`config.mk`:
```
export PLATFORM = sky130hd
export DESIGN_NAME = pipe_out_scheduler_flat
export DESIGN_NICKNAME = d
export VERILOG_FILES = /design/src/rtl/pipe_out_scheduler_if.sv /design/src/rtl/pipe_out_scheduler.sv /design/src/flat_wrapper.sv
export SDC_FILE = /design/constraint.sdc
export NUM_CORES = 1
export LEC_CHECK = 0
export CORE_MARGIN = 2
export CORE_UTILIZATION = 55
export CTS_CLUSTER_SIZE = 8
export DETAILED_ROUTE_END_ITERATION = 12
export DONT_BUFFER_PORTS = 1
export PLACE_DENSITY_LB_ADDON = 0.05
export REMOVE_ABC_BUFFERS = 1
export SLEW_MARGIN = 0
export SYNTH_ARGS = -nofsm -noshare
export SYNTH_HDL_FRONTEND = slang
export SYNTH_SLANG_ARGS = --single-unit
```
`constraint.sdc`:
```
create_clock -name clk -period 10.5 [get_ports clk]
set_clock_uncertainty 0.1 [all_clocks]
set_input_delay 2.1 -clock clk [delete_from_list [all_inputs] [get_ports clk]]
set_output_delay 2.1 -clock clk [all_outputs]
set_load 0.02 [all_outputs]
```
`src/rtl/pipe_out_scheduler_if.sv`:
```
// Handshake bundle between capture FIFOs, host pipe-out endpoint
// and the pipe-out scheduler.
interface pipe_out_scheduler_if #(
  parameter int N  = 4,
  parameter int LW = 10
);
  logic            enable;
  logic [N*LW-1:0] src_level;
  logic [N*16-1:0] src_data;
  logic [N-1:0]    src_rd;
  logic            ep_read;
  logic            ep_blockstrobe;
  logic            ep_ready;
  logic [15:0]     ep_data;
  logic [3:0]      grant_id;
  logic            busy;
  logic [15:0]     underrun_count;

  modport master (
    output enable, src_level, src_data,
    output ep_read, ep_blockstrobe,
    input  src_rd, ep_ready, ep_data,
    input  grant_id, busy, underrun_count
  );

  modport slave (
    input  enable, src_level, src_data,
    input  ep_read, ep_blockstrobe,
    output src_rd, ep_ready, ep_data,
    output grant_id, busy, underrun_count
  );
endinterface

```
`src/rtl/pipe_out_scheduler.sv`:
```
// Round-robin block scheduler sharing one 16-bit pipe-out endpoint
// between N FWFT sources; each block = header word + payload.
module pipe_out_scheduler #(
  parameter int N           = 4,
  parameter int BLOCK_WORDS = 256,
  parameter int LW          = 10
) (
  input logic clk,
  input logic reset_n,
  pipe_out_scheduler_if.slave bus
);
  localparam int CW = $clog2(BLOCK_WORDS) + 1;
  localparam logic [CW-1:0] LAST = CW'(BLOCK_WORDS - 1);
  localparam logic [31:0] THR = 32'(BLOCK_WORDS - 1);
  localparam logic [3:0] NM1 = 4'(N - 1);

  typedef enum logic [1:0] {
    S_IDLE, S_ARB, S_READY, S_STREAM
  } state_t;

  state_t        r_state;
  logic          r_ready;
  logic [15:0]   r_data;
  logic [3:0]    r_grant;
  logic [3:0]    r_rr;
  logic [7:0]    r_seq [N];
  logic [15:0]   r_under;
  logic [CW-1:0] r_wcnt;

  logic          w_hit;
  logic [3:0]    w_sel;
  logic [3:0]    w_idx;
  logic [4:0]    w_sum;
  logic [LW-1:0] w_lvl;
  logic          w_xfer;
  logic          w_last;
  logic [N-1:0]  w_rd;
  logic          w_unused;

  // Scan downwards so the source closest to r_rr wins.
  always_comb begin
    w_hit = 1'b0;
    w_sel = '0;
    w_sum = '0;
    w_idx = '0;
    w_lvl = '0;
    for (int k = N - 1; k >= 0; k--) begin
      w_sum = {1'b0, r_rr} + 5'(k);
      if (w_sum >= 5'(N))
        w_sum = w_sum - 5'(N);
      w_idx = w_sum[3:0];
      w_lvl = bus.src_level[w_idx*LW +: LW];
      if (32'(w_lvl) >= THR) begin
        w_hit = 1'b1;
        w_sel = w_idx;
      end
    end
  end

  assign w_xfer = bus.ep_read &
    (r_state == S_READY || r_state == S_STREAM);
  assign w_last = (r_wcnt == LAST);

  always_comb begin
    w_rd = '0;
    if (w_xfer && !w_last)
      w_rd = N'(1) << r_grant;
  end

  always_ff @(posedge clk or negedge reset_n) begin
    if (!reset_n) begin
      r_state <= S_IDLE;
      r_ready <= 1'b0;
      r_data  <= '0;
      r_grant <= '0;
      r_rr    <= '0;
      r_under <= '0;
      r_wcnt  <= '0;
      for (int i = 0; i < N; i++)
        r_seq[i] <= '0;
    end else begin
      if (bus.ep_read && !r_ready &&
          r_under != 16'hFFFF)
        r_under <= r_under + 16'd1;
      unique case (r_state)
        S_IDLE: begin
          if (bus.enable)
            r_state <= S_ARB;
        end
        S_ARB: begin
          if (w_hit) begin
            r_grant <= w_sel;
            r_data  <= {4'hA, w_sel, r_seq[w_sel]};
            r_ready <= 1'b1;
            r_wcnt  <= '0;
            r_state <= S_READY;
          end else begin
            r_state <= S_IDLE;
          end
        end
        S_READY, S_STREAM: begin
          if (bus.ep_read) begin
            if (w_last) begin
              r_ready <= 1'b0;
              r_seq[r_grant] <= r_seq[r_grant] + 8'd1;
              r_rr <= (r_grant == NM1) ?
                4'd0 : r_grant + 4'd1;
              r_wcnt  <= '0;
              r_state <= S_IDLE;
            end else begin
              r_data  <= bus.src_data[r_grant*16 +: 16];
              r_wcnt  <= r_wcnt + CW'(1);
              r_state <= S_STREAM;
            end
          end
        end
        default: r_state <= S_IDLE;
      endcase
    end
  end

  assign bus.src_rd         = w_rd;
  assign bus.ep_ready       = r_ready;
  assign bus.ep_data        = r_data;
  assign bus.grant_id       = r_grant;
  assign bus.busy           = (r_state != S_IDLE);
  assign bus.underrun_count = r_under;
  assign w_unused           = bus.ep_blockstrobe;
endmodule

```
`src/flat_wrapper.sv`:
```
// flat-port wrapper written by rule: the top's interface ports become plain ports
module pipe_out_scheduler_flat 
#(
  parameter int N           = 4,
  parameter int BLOCK_WORDS = 256,
  parameter int LW          = 10
)
  (clk, reset_n, bus_enable, bus_src_level, bus_src_data, bus_ep_read, bus_ep_blockstrobe, bus_src_rd, bus_ep_ready, bus_ep_data, bus_grant_id, bus_busy, bus_underrun_count);
  pipe_out_scheduler_if #(.N(N), .LW(LW)) bus_i ();
  input logic clk;
  input logic reset_n;
  input wire logic [$bits(bus_i.enable)-1:0] bus_enable;
  input wire logic [$bits(bus_i.src_level)-1:0] bus_src_level;
  input wire logic [$bits(bus_i.src_data)-1:0] bus_src_data;
  input wire logic [$bits(bus_i.ep_read)-1:0] bus_ep_read;
  input wire logic [$bits(bus_i.ep_blockstrobe)-1:0] bus_ep_blockstrobe;
  output wire logic [$bits(bus_i.src_rd)-1:0] bus_src_rd;
  output wire logic [$bits(bus_i.ep_ready)-1:0] bus_ep_ready;
  output wire logic [$bits(bus_i.ep_data)-1:0] bus_ep_data;
  output wire logic [$bits(bus_i.grant_id)-1:0] bus_grant_id;
  output wire logic [$bits(bus_i.busy)-1:0] bus_busy;
  output wire logic [$bits(bus_i.underrun_count)-1:0] bus_underrun_count;
  assign bus_i.enable = bus_enable;
  assign bus_i.src_level = bus_src_level;
  assign bus_i.src_data = bus_src_data;
  assign bus_i.ep_read = bus_ep_read;
  assign bus_i.ep_blockstrobe = bus_ep_blockstrobe;
  assign bus_src_rd = bus_i.src_rd;
  assign bus_ep_ready = bus_i.ep_ready;
  assign bus_ep_data = bus_i.ep_data;
  assign bus_grant_id = bus_i.grant_id;
  assign bus_busy = bus_i.busy;
  assign bus_underrun_count = bus_i.underrun_count;
  pipe_out_scheduler #(.N(N), .BLOCK_WORDS(BLOCK_WORDS), .LW(LW)) u_core (.clk(clk), .reset_n(reset_n), .bus(bus_i));
endmodule
```
==> flow_summary.ini, run 1 <==
[clock_network]
post_cts_buffers = 0
cts_sinks = 84
path_clk_slew_ns = 0.09
clkLatencyLatePin_ns = 0.37
cts_root_buf = clkbuf_8
cts_resized = 0
clk_path_buf_depth = 2
numCtsBuffers = 9
cts_tree = done
cts_hold_buf = 0
h-tree-depth = 3

[setup_path]
path_class = input port to output pin
cpMostUsedCell = nand2_1
worstSetupPathDepth = 4
rr_worst_depth = 11
worstPathRequired_ns = 8.30
slowest_delay_ns = 0.65
slowest_stage = nor2_1
critPathArrivalTime_ns = 3.75
end_kind = output pin
reg2reg_to = u_core.bus.ep_data[2]$_DFFE_PN0P_
path_cells = nand2_1, nor2_1, nand2_1, nor3_1
critical_path_buf_inv_count = 0
cp-startpoint = bus_ep_read
startpoint_type = input port
r2r_setup_slack_ns = 6.38
path_max_fanout = 9
r2r_start = u_core.r_rr[1]$_DFFE_PN0P_
critPathCapture = bus_src_rd[2]
cp_top_family = simple AND/OR/NAND/NOR gates

[floorplan]
start_util_pct = 55.9
dieArea_um2 = 11200
die_w_um = 106
ios = 151
rows = 37
core_area_um2 = 10200
dieHeight_um = 106

[pwr]
p_int_uw = 490
power_uw = 626
swShare_pct = 21.8
power_frac_seq_pct = 51.7
power_frac_comb_pct = 1.9
power_leakage_nw = 2.45
cellPowerDensity_nw_per_um2 = 104
pwr-share-clk_pct = 46.4
switching_power_uw = 136
ir_worst_vdd_v = 0.0000680

[yosys]
synth.cell_area_um2 = 5700
ys.warnings.count = 0
seq_area_frac_synth_pct = 36.9
synthArstFlopShare_pct = 100
synth_cells = 564
syn_area_per_cell_um2 = 10.1
synth_seq_cells = 84
synth_ff_type = dfrtp_1
synth_cell_types = 74
synth_edf_count = 0

[global_route]
grt_pass1_vias = 4649
grtUsageTotal_pct = 27.8
grt_max_degree = 85
grt-ovfl-total = 0
antenna_found_initial = 0
grt_pass1_wl_um = 24100

[place]
place_area_um2 = 5780
gp_congestion = 0.843
dp_hpwl_um = 10500
place.port_buffers = 0
place_inst = 677

[sta]
tightest_slew_ns = 1.16
setup_tns_ns = 0
hold_violations = 0
maxSlewViolCount = 0
rsz0062_at_grt = false
slew-limit-headroom_pct = 22.6
fmax_ghz = 0.168
setup_viol = 0
period_minus_slack_ns = 5.95
period_share_pct = 56.7

[detailed_routing]
routedWlPerCell_um = 21.6
dr_total_vias = 4616
totalWireLength_um = 15000
final_antenna_net_count = 0
firstDrtPassIters = 5
vias_per_cell = 6.66
drtIter0Drc = 331
drc_errors = 0

[status]
status = finished, final reports clean

[final_layout]
stdcell_count = 693
layout-drive-gt1-share_pct = 16.3
fin_util_pct = 59.1
final_cell_mix = dfrtp_1 (83), nand2_1 (68), o21ai_0 (39), nor2_1 (38), nand3_1 (28)
nets = 680
areaGrowthSynthToFinish_pct = 5.71
final_area_um2 = 6020
layout_commonest_cell = dfrtp_1
antenna_cells = 0

[hold_path]
hp-class = flop to flop
hp-start = u_core.r_seq[28]$_DFFE_PN0P_

[run]
cap_violations = 0
-- cells by family after synthesis --
family	count (synthesis)	share of synthesized area (%)
muxes	47	13.9
and+or+nand+nor	215	19.2
xor gates and xnor gates	31	4.77
buffers and inverters	40	3.10
DFF	84	36.9
adders and majority gates	19	4.17
AOI/OAI and AO/OA	128	18.0
-- cell usage after synthesis (2+ instances only) --
library cell  instances  area [um2]
dfrtp_1              84        2100
nand2_1              68         255
o21ai_0              39         195
nor2_1               38         143
nand3_1              28         140
xnor2_1              25         219
mux4_2               24         541
ha_1                 19         238
mux2_2               19         214
nand4_1              18         113
clkbuf_1             15        56.3
inv_1                12        45.0
and4_1               10        87.6
nor3_1               10        50.1
buf_2                 9        45.0
nor4_1                9        56.3
o31a_1                9        78.8
a21oi_1               8        40.0
and3_1                7        43.8
o31ai_1               7        52.6
o21ai_1               6        30.0
xor2_1                6        52.6
a21o_1                5        37.5
a311oi_1              5        43.8
o2111ai_1             5        43.8
or3_1                 5        31.3
mux2i_1               4        40.0
nor2b_1               4        25.0
a211oi_1              3        22.5
a21oi_2               3        26.3
a31oi_1               3        18.8
and2_1                3        18.8
or2_2                 3        18.8
a2111oi_2             2        30.0
a21boi_1              2        15.0
a311o_1               2        20.0
a32oi_1               2        17.5
buf_6                 2        22.5
nand2b_1              2        12.5
nand3b_1              2        15.0
nor3_2                2        20.0
o211ai_1              2        15.0
o22ai_1               2        12.5
-- layout make-up --
cell class	instances	area, um2
sequential	84	2100
timing repair buffer	4	30.0
multi-input combinational	440	3420
fill	893	4160
clock buffer	9	124
clock inverter	7	123
tap	136	170
inverter	13	48.8
-- sequential cells by signal, indices dropped and copies added, names as in the netlist --
register and flops:
u_core.bus.ep_data 16, u_core.bus.ep_ready 1, u_core.bus.grant_id 4, u_core.bus.underrun_count 16, u_core.r_rr 4, u_core.r_seq 32
u_core.r_state 2, u_core.r_wcnt 9
-- worst register-to-register path, delay by kind of cell (launching register included) --
family | cells | cell delay, ns
and+or+nand+nor | 2 | 0.57
AOI/OAI and AO/OA | 7 | 2.22
DFF | 1 | 0.54
adders and majority gates | 2 | 0.60
-- per-stage QoR --
step / worst slack (ns) / hold WS [ns]
floorplan: 4.96 / 0.366
global placement: 4.57 / 0.384
detailed placement: 4.57 / 0.398
CTS: 4.57 / 0.419
global route: 4.35 / 0.453
finish: 4.55 / 0.416
-- worst min-delay path by stage --
| stage | end | cells after the start |
|---|---|---|
| global placement | u_core.r_seq[19]$_DFFE_PN0P_ | 2 |
| detailed placement | u_core.r_seq[26]$_DFFE_PN0P_ | 2 |
| floorplan | u_core.r_seq[16]$_DFFE_PN0P_ | 2 |
| CTS | u_core.r_seq[28]$_DFFE_PN0P_ | 2 |
| finish | u_core.r_seq[28]$_DFFE_PN0P_ | 2 |
| global route | u_core.r_seq[19]$_DFFE_PN0P_ | 2 |
-- power by group through the flow --
| stage | sequential (mW) | combinational [mW] | clock (mW) |
|---|---|---|---|
| after floorplan | 0.330 | 0.0101 | 0 |
| final | 0.324 | 0.0119 | 0.291 |
| after global placement | 0.330 | 0.0117 | 0 |
| after CTS | 0.324 | 0.0119 | 0.292 |
| after global routing | 0.324 | 0.0129 | 0.305 |
| after detailed placement | 0.330 | 0.0119 | 0 |
-- metal layers --
layer	GRT usage [%]	wire length (um)	share of wire, %
met5	0	0	0
met3	7.85	1400	9.3
met2	45.3	7190	48
met4	6.58	200	1.3
met1	37.1	6210	41
No activity file was read; power rests on OpenSTA's default activity.
==> inputs of run 2 (changes only) <==
Clock period 10.5 ns to 5 ns, I/O delays scaled along.
==> run 2 against run 1 <==
Register-to-register slack lost 5.6 ns; global-route usage is essentially flat; final cell count grew 0.29%; cell area shrank 0.54%; critical path type is now flop to flop; largest cell class unchanged.
==> flow_summary.ini, run 2 (synthesis results as in run 1) <==
[pwr]
cellPowerDensity_nw_per_um2 = 202
ir_worst_vdd_v = 0.000116
power_leakage_nw = 2.43
power_mw = 1.21

[clock_network]
path_clk_slew_ns = 0.10
numCtsBuffers = 9
cts_tree = done
cts_root_buf = clkbuf_8
cts_resized = 0
h-tree-depth = 3
post_cts_buffers = 0
cts_hold_buf = 0
clk_path_buf_depth = 2
cts_sinks = 84
clkLatencyLatePin_ns = 0.37

[final_layout]
nets = 682
layout-drive-gt1-share_pct = 16.5
largest_reg_flops = 32
final_cell_mix = dfrtp_1 (83), nand2_1 (68), o21ai_0 (39), nor2_1 (38), nand3_1 (28)
layout_commonest_cell = dfrtp_1
antenna_cells = 0
areaGrowthSynthToFinish_pct = 5.14
regMostFlops = u_core.r_seq

[run]
cap_violations = 0

[global_route]
grtUsageTotal_pct = 27.8
grt-ovfl-total = 0
grt_pass1_wl_um = 24300
antenna_found_initial = 0
grt_pass1_vias = 4718
grt_max_degree = 85

[setup_path]
worstPathRequired_ns = 5.15
r2r_setup_slack_ns = 0.78
path_class = flop to flop
critPathArrivalTime_ns = 4.38
end_kind = flop
path_max_fanout = 21
startpoint_type = flop

[sta]
hold_violations = 0
fmax_ghz = 0.237
setup_viol = 0
period_minus_slack_ns = 4.22
period_share_pct = 84.4
rsz0062_at_grt = false
slew-limit-headroom_pct = 18.9
tightest_slew_ns = 1.20
maxSlewViolCount = 0
setup_tns_ns = 0

[detailed_routing]
routedWlPerCell_um = 21.7
vias_per_cell = 6.67
firstDrtPassIters = 6
drc_errors = 0
final_antenna_net_count = 0
drtIter0Drc = 326
totalWireLength_um = 15100
dr_total_vias = 4633

[floorplan]
dieHeight_um = 106
die_w_um = 106
ios = 151
dieArea_um2 = 11200
rows = 37
start_util_pct = 55.9
core_area_um2 = 10200

[place]
dp_hpwl_um = 10800
gp_congestion = 0.821
place.port_buffers = 0

[hold_path]
hp-class = input port to async pin

[status]
status = finished, final reports clean
run 2: changes by cell type in the layout (fill, tap and decap cells not counted):
cell / previous run / this run
buf_4: 4 / 6
clkbuf_1: 0 / 1
bufinv_16: 3 / 1
inv_6: 1 / 2
run 2: critical path, stage by stage (launching register included):
cell and delay, ns:
dfrtp_1 0.65, inv_2 0.33, ha_1 0.36, xnor2_1 0.15
ha_1 0.31, nor2_1 0.04, a311o_1 0.36, and3_4 0.21
o41ai_4 0.63, nand2_1 0.53, o221a_2 0.43
run 2: cell type report:
cell class | count | area [um2]
clock buffers | 10 | 128
multi-input cells | 440 | 3420
repair buffers | 6 | 45.0
clock inverters | 6 | 71.3
fillers | 901 | 4200
well taps | 136 | 170
inverters | 13 | 48.8
flip-flops and latches | 84 | 2100
run 2: final timing paths:
check                                              from  cells after the start                                  to
max                          u_core.r_rr[0]$_DFFE_PN0P_                     10   u_core.bus.ep_data[4]$_DFFE_PN0P_
max reg2reg                  u_core.r_rr[0]$_DFFE_PN0P_                     10   u_core.bus.ep_data[4]$_DFFE_PN0P_
min                                             reset_n                      0         u_core.r_seq[8]$_DFFE_PN0P_
min reg2reg                u_core.r_seq[24]$_DFFE_PN0P_                      2        u_core.r_seq[24]$_DFFE_PN0P_
min in group clk           u_core.r_seq[24]$_DFFE_PN0P_                      2        u_core.r_seq[24]$_DFFE_PN0P_
max in group asynchronous                       reset_n                      0  u_core.bus.grant_id[0]$_DFFE_PN0P_
run 2: power breakdown:
| part | internal, mW | leakage [nW] | switching, mW |
|---|---|---|---|
| Clock | 0.237 | 0.0992 | 0.269 |
| Combinational | 0.0135 | 1.19 | 0.0116 |
| Sequential | 0.679 | 1.14 | 0.000442 |
| Total | 0.930 | 2.43 | 0.281 |
run 2: routing by layer:
metal	GRT usage (%)	vias up	wire length, um
met1	35.8	2242	6120
li1	-	2114	-
met5	0	-	0
met4	7.71	0	184
met2	46.6	253	7320
met3	7.36	24	1480
run 2: metrics by stage:
| step | util (%) | instance area [um2] | hold slack (ns) | worst slack [ns] | cells |
|---|---|---|---|---|---|
| after floorplan | - | 5570 | 0.366 | 0.896 | 537 |
| after global placement | 56.9 | 5790 | 0.381 | 0.854 | 679 |
| after detailed placement | 56.9 | 5790 | 0.399 | 0.837 | 679 |
| after CTS | 58.8 | 5990 | 0.205 | 0.821 | 695 |
| after global routing | 58.8 | 5990 | 0.189 | 0.512 | 695 |
| final | 58.8 | 5990 | 0.217 | 0.779 | 695 |
==> inputs of run 3 (changes only) <==
Settings changed: ABC_AREA from default to 1.
Clock period 5 ns to 3.6 ns, I/O delays scaled along.
==> run 3 against run 2 <==
Setup slack got worse by 0.41 ns; sequential power increased by 110%; area after synthesis fell by 2.5%; combinational power grew to 60 times the previous value; clock power up 46%; routed wire length decreased by 6.4%; synthesized cell count is 33% higher; register-to-register slack worse by 0.41 ns; sequential cell count unchanged; cell area decreased by 1.3%; sequential share of layout area up 0.43 points; critical path type unchanged; critical endpoint is now u_core.bus.ep_data[5]$_DFFE_PN0P_; highest routed layer unchanged.
==> flow_summary.ini, run 3 <==
[yosys]
synth_cells = 750
syn_area_per_cell_um2 = 7.40
synth_ff_type = dfrtp_1
synth.cell_area_um2 = 5550
synth_edf_count = 0
synth_xor_area_share_pct = 4.24
synth_cell_types = 45
yosysMostFrequentCell = nand2_1
synth-simple-area-share_pct = 30.6
synth_top_area_cell = dfrtp_1
yosysTopAreaCellShare_pct = 37.9
synthAdderAreaFrac_pct = 4.28
yosys-top-cells-count = nand2_1 (194), dfrtp_1 (84), inv_1 (71), nand3_1 (71), nor2_1 (69)
seq_area_frac_synth_pct = 37.9
synthArstFlopShare_pct = 100
synthMuxAreaShare_pct = 0
synth_top_family_by_area = simple AND/OR/NAND/NOR gates
synth_compound_area_share_pct = 14.9
ys.warnings.count = 0
synth_seq_cells = 84
synth.area.top_cells = dfrtp_1 (38%), nand2_1 (13%), nand3_1 (6.4%), inv_1 (4.8%), nor2_1 (4.7%)

[global_route]
antenna_found_initial = 0
grt_pass1_vias = 4959
grtUsageTotal_pct = 26.2
grt-ovfl-total = 0
grt_pass1_wl_um = 23400
grt_max_degree = 85

[detailed_routing]
final_antenna_net_count = 0
drc_errors = 0
vias_per_cell = 5.79
totalWireLength_um = 14100
dr_total_vias = 5117
drtIter0Drc = 379
firstDrtPassIters = 5
routedWlPerCell_um = 16.0

[clock_network]
cts_sinks = 84
clk_path_buf_depth = 2
post_cts_buffers = 0
cts_hold_buf = 1
clkLatencyLatePin_ns = 0.36
cts_root_buf = clkbuf_8
cts_tree = done
numCtsBuffers = 9
path_clk_slew_ns = 0.08
cts_resized = 0
h-tree-depth = 3

[sta]
maxSlewViolCount = 0
hold_violations = 0
period_minus_slack_ns = 3.24
setup_tns_ns = 0
fmax_ghz = 0.309
hold_slack_ns = 0.160
period_share_pct = 89.9
setup_viol = 0
tightest_slew_ns = 0.742
rsz0062_at_grt = false
slew-limit-headroom_pct = 50.4

[final_layout]
fill_cells = 911
nets = 875
antenna_cells = 0
largest_reg_flops = 32
areaGrowthSynthToFinish_pct = 6.49
layout-drive-gt1-share_pct = 7.19
fin_util_pct = 60.5
layout_commonest_cell = nand2_1
final_cell_mix = nand2_1 (194), dfrtp_1 (84), inv_1 (71), nand3_1 (71), nor2_1 (67)
regMostFlops = u_core.r_seq

[place]
dp_hpwl_um = 9970
gp_congestion = 0.870
place.port_buffers = 0

[pwr]
power_leakage_nw = 2.76
pwr-share-clk_pct = 20.3
swShare_pct = 44.9
p_int_mw = 2.02
ir_worst_vdd_v = 0.000363
switching_power_mw = 1.65
cellPowerDensity_nw_per_um2 = 620
power_frac_seq_pct = 38.6
power_frac_comb_pct = 41.1

[floorplan]
rows = 36
dieArea_um2 = 10900
dieHeight_um = 104
ios = 151
die_w_um = 104
core_area_um2 = 9770
start_util_pct = 56.8

[setup_path]
worstPathRequired_ns = 3.75
startpoint_type = flop
critPathArrivalTime_ns = 3.39
end_kind = flop
path_max_fanout = 18
path_class = flop to flop

[run]
cap_violations = 0

[status]
status = finished, final reports clean

[hold_path]
hp-class = input port to async pin
==> run 3: cell types whose count changed after synthesis, sizes merged, moves of 11 or more <==
cell    before  now
o21ai       45   59
nand3       28   74
nand2       68  199
a21oi       11   22
inv         13   75
mux4        24    0
a221oi       2   27
xnor2       25   10
nor2        38   73
mux2        19    0
==> run 3: worst paths after layout <==
kind / depth (start not counted) / startpoint / slack [ns] / endpoint
setup / recovery: 15 / u_core.r_rr[2]$_DFFE_PN0P_ / 0.36 / u_core.bus.ep_data[5]$_DFFE_PN0P_
hold / removal: 1 / reset_n / 0.16 / u_core.r_wcnt[5]$_DFFE_PN0P_
setup reg to reg: 15 / u_core.r_rr[2]$_DFFE_PN0P_ / 0.36 / u_core.bus.ep_data[5]$_DFFE_PN0P_
hold reg to reg: 2 / u_core.r_seq[15]$_DFFE_PN0P_ / 0.42 / u_core.r_seq[15]$_DFFE_PN0P_
max in group asynchronous: 1 / reset_n / 2.92 / u_core.r_seq[0]$_DFFE_PN0P_
min in group clk: 1 / bus_ep_read / 0.36 / u_core.r_state[1]$_DFFE_PN0P_
==> run 3: layer usage <==
layer	global-route usage, %	up-vias	part of all wire (%)	wire length (um)
met2	44.9	198	49	6900
met5	0	-	0	0
met1	33.0	2397	43	6100
met4	7.72	0	1.5	217
met3	6.14	27	6.5	913
li1	-	2495	-	-
==> run 3: per-stage QoR <==
step                setup WS, ns  area, um2  instances  power [mW]
CTS                        0.438       5910        884        3.67
global route               0.156       5910        884        3.94
floorplan                 -0.512       5390        721        2.47
detailed placement         0.457       5670        868        2.91
finish                     0.364       5910        884        3.66
global placement           0.539       5670        868        2.86
==> run 3: area by class of cell <==
cell class / instances / area [um2] / share of cell area (%)
multi-input cells: 559 / 3000 / 50.8
flip-flops and latches: 84 / 2100 / 35.5
inverters: 78 / 293 / 4.95
well taps: 133 / 166 / 2.81
clock buffers: 11 / 141 / 2.39
repair buffers: 15 / 133 / 2.24
clock inverters: 4 / 73.8 / 1.25
==> run 3: cell families (layout without fill, tap and decap cells) <==
kind of cell,after synthesis,count (layout)
AO/OA/AOI/OAI,130,130
XOR/XNOR,26,26
adder cells (fa/ha/maj),19,19
buffers and inverters,107,108
flip-flops,84,84
AND/OR/NAND/NOR,384,384
==> run 3: critical path, cell delays in order (launching register included) <==
cell and delay, ns:
dfrtp_1 0.59, ha_1 0.31, nand3_1 0.10, nand2_1 0.07, inv_1 0.05, ha_1 0.28
o21ai_0 0.26, nand3_2 0.18, nand2_1 0.10, nand2_1 0.06, nand2_2 0.32, nand2_4 0.23
nand2_1 0.14, nand3_1 0.09, nand3_1 0.17, a21oi_1 0.08
==> run 3: power groups by stage <==
stage                     registers [mW]  logic, mW  clock network [mW]
after floorplan                     1.43       1.04                   0
after global placement              1.43       1.43                   0
after detailed placement            1.43       1.47                   0
after CTS                           1.42       1.50               0.757
after global routing                1.44       1.71               0.796
final                               1.41       1.51               0.742
